$ cat src/rtl/mvau_sched_pkg.sv
// mvau_sched_pkg: shared state type and fold-size helpers for the MVAU weight-memory scheduler
package mvau_sched_pkg;
  typedef enum logic [1:0] {IDLE, RUN, FLUSH} sched_state_t;
  function automatic int sf_of(int matrixw, int simd);
    return matrixw / simd;
  endfunction
  function automatic int nf_of(int matrixh, int pe);
    return matrixh / pe;
  endfunction
  function automatic int cw(int n);
    return n > 1 ? $clog2(n) : 1;
  endfunction
endpackage

$ cat src/rtl/mvau_fold_cnt.sv
// mvau_fold_cnt: 0..MAX-1 fold counter with combinational last and wrap strobes
module mvau_fold_cnt
  import mvau_sched_pkg::*;
#(
  parameter int MAX = 2
) (
  input  logic                 aclk,
  input  logic                 rst,
  input  logic                 en,
  input  logic                 clear,
  output logic [cw(MAX)-1:0]   cnt,
  output logic                 last,
  output logic                 wrap
);
  localparam int W = cw(MAX);
  localparam logic [W-1:0] TOP = W'(MAX - 1);
  logic [W-1:0] cnt_q;
  assign cnt  = cnt_q;
  assign last = cnt_q == TOP;
  assign wrap = en & last;
  always_ff @(posedge aclk or posedge rst) begin
    if (rst) cnt_q <= '0;
    else if (clear) cnt_q <= '0;
    else if (en) cnt_q <= last ? '0 : cnt_q + 1'b1;
  end
endmodule

$ cat src/rtl/mvau_wmem_sched.sv
// mvau_wmem_sched: weight-memory address sequencer with side-band flags aligned to the 1-cycle memory read
module mvau_wmem_sched
  import mvau_sched_pkg::*;
#(
  parameter int SIMD         = 2,
  parameter int PE           = 2,
  parameter int MATRIXW      = 4,
  parameter int MATRIXH      = 4,
  parameter int NUM_VEC      = 2,
  parameter int WMEM_DEPTH   = MATRIXW * MATRIXH / (SIMD * PE),
  parameter int WMEM_ADDR_BW = cw(WMEM_DEPTH)
) (
  input  logic                    aclk,
  input  logic                    rst,
  input  logic                    start,
  output logic                    busy,
  output logic                    done,
  input  logic                    in_v,
  input  logic                    out_rdy,
  output logic                    in_rd,
  output logic [WMEM_ADDR_BW-1:0] wmem_addr,
  output logic                    w_valid,
  output logic                    sf_first,
  output logic                    sf_last
);
  localparam int SF = sf_of(MATRIXW, SIMD);
  localparam int NF = nf_of(MATRIXH, PE);
  if (MATRIXW % SIMD != 0 || MATRIXH % PE != 0 || SF * NF != WMEM_DEPTH) begin : g_bad_cfg
    $error("mvau_wmem_sched: illegal fold configuration");
  end
  sched_state_t            state_q;
  logic                    done_q, w_valid_q, sf_first_q, sf_last_q;
  logic [WMEM_ADDR_BW-1:0] wmem_addr_q;
  logic [cw(SF)-1:0]       sf_cnt;
  logic [cw(NF)-1:0]       nf_cnt;
  logic [cw(NUM_VEC)-1:0]  vec_cnt;
  logic                    adv, idle, sf_end, nf_end, vec_end, sf_wrap, nf_wrap, vec_wrap;
  assign idle      = state_q == IDLE;
  assign adv       = (state_q == RUN) & in_v & out_rdy;
  assign in_rd     = adv;
  assign busy      = !idle;
  assign done      = done_q;
  assign wmem_addr = wmem_addr_q;
  assign w_valid   = w_valid_q;
  assign sf_first  = sf_first_q;
  assign sf_last   = sf_last_q;
  mvau_fold_cnt #(.MAX(SF)) u_sf (
    .aclk(aclk), .rst(rst), .en(adv), .clear(idle), .cnt(sf_cnt), .last(sf_end), .wrap(sf_wrap)
  );
  mvau_fold_cnt #(.MAX(NF)) u_nf (
    .aclk(aclk), .rst(rst), .en(sf_wrap), .clear(idle), .cnt(nf_cnt), .last(nf_end), .wrap(nf_wrap)
  );
  mvau_fold_cnt #(.MAX(NUM_VEC)) u_vec (
    .aclk(aclk), .rst(rst), .en(nf_wrap), .clear(idle), .cnt(vec_cnt), .last(vec_end), .wrap(vec_wrap)
  );
  // Flags are registered at the advance so they line up with the memory's registered read data.
  always_ff @(posedge aclk or posedge rst) begin
    if (rst) begin
      state_q     <= IDLE;
      done_q      <= 1'b0;
      w_valid_q   <= 1'b0;
      sf_first_q  <= 1'b0;
      sf_last_q   <= 1'b0;
      wmem_addr_q <= '0;
    end else begin
      w_valid_q  <= adv;
      sf_first_q <= adv & (sf_cnt == '0);
      sf_last_q  <= adv & sf_end;
      done_q     <= state_q == FLUSH;
      if (adv) wmem_addr_q <= wmem_addr_q == WMEM_ADDR_BW'(WMEM_DEPTH - 1) ? '0 : wmem_addr_q + 1'b1;
      state_q <= idle ? (start ? RUN : IDLE) : state_q == RUN ? (vec_wrap ? FLUSH : RUN) : IDLE;
    end
  end
  // The linear address must always equal the fold position; counters rest at zero while idle.
  always_ff @(posedge aclk) begin
    if (!rst)
      assert (wmem_addr_q == WMEM_ADDR_BW'(nf_cnt * SF + sf_cnt) && (!idle || vec_cnt == '0)
              && (!vec_wrap || (nf_end && vec_end)));
  end
endmodule

$ cat config.mk
export PLATFORM = sky130hd
export DESIGN_NAME = mvau_wmem_sched
export DESIGN_NICKNAME = d
export VERILOG_FILES = /design/src/rtl/mvau_sched_pkg.sv /design/src/rtl/mvau_fold_cnt.sv /design/src/rtl/mvau_wmem_sched.sv
export SDC_FILE = /design/constraint.sdc
export NUM_CORES = 1
export LEC_CHECK = 0
export CORE_AREA = 2 2 39 41
export CTS_BUF_LIST = sky130_fd_sc_hd__clkbuf_8
export DETAILED_ROUTE_END_ITERATION = 16
export DIE_AREA = 0 0 41 43
export GPL_ROUTABILITY_DRIVEN = 0
export PLACE_DENSITY = 0.57
export SYNTH_ARGS = -nofsm -noshare
export SYNTH_HDL_FRONTEND = slang
export SYNTH_SLANG_ARGS = --single-unit
$ cat constraint.sdc
create_clock -name aclk -period 1.67 [get_ports aclk]
set_clock_uncertainty 0.15 [all_clocks]
set_input_delay 0.501 -clock aclk [delete_from_list [all_inputs] [get_ports aclk]]
set_output_delay 0.501 -clock aclk [all_outputs]
set_load 0.01 [all_outputs]
==> impl_metrics.ini <==
[global_routing]
antenna_found_initial = 0
grt_pass1_wl_um = 1421
grt_pass1_vias = 332
grt_usage_pct = 12.86
grt_max_degree = 12
overflow = 0

[worst_setup_path]
r2r_cells = 4
r2r_end = u_vec.cnt
path_max_fanout = 2
cp.arrival_ns = 1.01
path_cells = or2_4 > buf_6
critPathMaxStageDelay_ns = 0.39
r2r_start = state_q[1]
crit_required_ns = 1.02
cp-end-kind = primary output
reg2reg_slack_ns = 0.36
cp-start-kind = register
crit_slowest_cell = dfrtp_1
path_class = reg2out

[floorplanning]
io_pins = 13
die_w_um = 41
core.rowCount = 14
core_area_um2 = 1384
die_h_um = 43
die_area_um2 = 1763
start_util_pct = 31.74

[worst_hold_path]
hold_depth = 1
holdCritStartpoint = u_nf.cnt
holdPathEnd = u_nf.cnt
hold_path.class = reg2reg

[route]
drc = 0
vias = 342
ant_nets = 0
drt-total-wl_um = 823
first_iter_violations = 4
first_pass_iters = 4
viasPerCell = 4.560
wire_per_inst_um = 10.97

[final_layout]
drive_gt1_share_pct = 33.90
fin_util_pct = 49.19
n_antenna_cell = 0
area_growth_pct = 54.99
nets = 66
stdcell_area_um2 = 680.7

[sta]
period_needed_ns = 1.664
setup_viol = 0
hold_viol = 0
max_freq_mhz = 601.0
slew_headroom_pct = 71.46
min_period_over_period_pct = 99.63
rsz0062_at_grt = yes
worst_pin_slew_ns = 0.4276
maxSlewViolCount = 0

[cts]
hold_buffers = 0
clock_latency_ns = 0.24
root_buffer = clkbuf_8
cts_tree = done
path_clk_slew_ns = 0.05
cts_buffers = 3
clk_path_buf_depth = 2
htree_levels = 1
cts_num_sinks = 11

[synthesis]
ys_ff_latch = 11
netlist_area_um2 = 439.2
netlist_top_cells_area = dfrtp_1 63%, nand4b_4 5.4%, nand2_1 4.3%
synth_area_leader_cell = dfrtp_1
seq_area_frac_synth_pct = 62.68
syn_avg_cell_area_um2 = 12.20
ys_dominant_reg_cell = dfrtp_1
yosys-top-cells-count = 11 x dfrtp_1, 5 x nand2_1, 3 x inv_1
synth_most_common_cell = dfrtp_1
async_flop_share_pct = 100.0
synthCells = 36
yosysWarnings = 0
synth_edf_count = 0
synth_top_area_share_pct = 62.68
synth_cell_types = 17
synthesis.nets = 42

[placed_design]
hpwlAfterDp_um = 562.3
placed_area_um2 = 624.3
io_buffers = 12

[power_and_ir_drop]
powerDensity_nw_per_um2 = 1384
p_leak_uw = 0.0003672
peakVddDrop_v = 0.0006408

[run]
maxCapViolations = 0

[status]
status = complete, no violations
## power by group
group	internal [µW]	total (µW)	switching, µW	leakage [µW]
clock	161	263	101	0.0000269
sequential	342	392	50.9	0.000139
combinational	154	287	133	0.000202
total	657	942	285	0.000367
## flip-flops by register name, summed over array words and instances, names as in the netlist
| signal | count |
|---|---|
| u_nf.cnt | 1 |
| state_q | 2 |
| u_vec.cnt | 1 |
| wmem_addr | 2 |
| sf_last | 1 |
| sf_first | 1 |
| u_sf.cnt | 1 |
| w_valid | 1 |
| done | 1 |
## what timing repair did
item | 4_1_cts | 5_1_grt
hold endpoints to repair | 0 | 0
setup endpoints to repair | 8 | 2
resized for setup | 23 | 1
buffers inserted | 1 | 0
pin swaps | 1 | 0
## per-layer routing
layer	vias to the layer above	part of all wire (%)	global-route usage, %
li1	163	-	-
met1	157	44	16.27
met2	16	46	16.88
met3	6	6.7	3.141
met4	0	3.3	12.00
met5	-	0	0
## layout by cell type, fill, tap and decap left out, types with 2 or more instances in the layout
| cell | count |
|---|---|
| dlygate4sd2_1 | 6 |
| nor2_2 | 2 |
| clkdlybuf4s15_2 | 2 |
| nand2_1 | 5 |
| clkbuf_8 | 3 |
| dfrtp_1 | 11 |
| nor2_1 | 2 |
| buf_4 | 6 |
| buf_6 | 3 |
| clkdlybuf4s50_1 | 2 |
| nor3_1 | 2 |
| inv_1 | 4 |
## worst max-delay path, delay by kind of cell, from the launching register on
family,cells,cell delay (ns)
buffers and inverters,1,0.12
flip-flops,1,0.39
AND/OR/NAND/NOR,1,0.26
## how the worst max path moves through the flow
stage                          start    end  slack (ns)
final                     state_q[0]   busy       0.006
after global routing      state_q[0]   busy       -0.01
after CTS                 state_q[0]   busy       0.005
after detailed placement     out_rdy  in_rd       -0.71
after global placement       out_rdy  in_rd       -0.71
after floorplan              out_rdy  in_rd        0.23
## stage by stage
stage / setup TNS [ns] / power (µW) / setup slack, ns / std cells / hold WS [ns]
2_1_floorplan: 0 / 549.3 / 0.2331 / 36 / 0.2034
3_3_place_gp: -1.898 / 693.0 / -0.7130 / 70 / 0.3174
3_5_place_dp: -1.883 / 697.5 / -0.7060 / 70 / 0.3212
4_1_cts: 0 / 954.1 / 0.004616 / 75 / 0.3281
5_1_grt: -0.01131 / 1018 / -0.01131 / 75 / 0.3496
6_report: 0 / 942.0 / 0.006122 / 75 / 0.3257
## layout make-up
| type | instances | area, µm² |
|---|---|---|
| clock buffer | 3 | 41.29 |
| fill | 130 | 703.2 |
| multi-input combinational | 21 | 151.4 |
| sequential | 11 | 275.3 |
| tap | 16 | 20.02 |
| timing repair buffer | 19 | 173.9 |
| clock inverter | 1 | 3.754 |
| inverter | 4 | 15.01 |
## cell families (layout without fill, tap and decap cells)
group	count (synthesis)	in the layout	synth area share [%]
AO/OA/AOI/OAI	4	4	6.840
adder cells (fa/ha/maj)	1	1	2.849
buffers and inverters	4	27	3.418
flip-flops	11	11	62.68
multiplexers	1	1	2.279
AND/OR/NAND/NOR	15	15	21.94
Power figures use the tool's default switching activity.
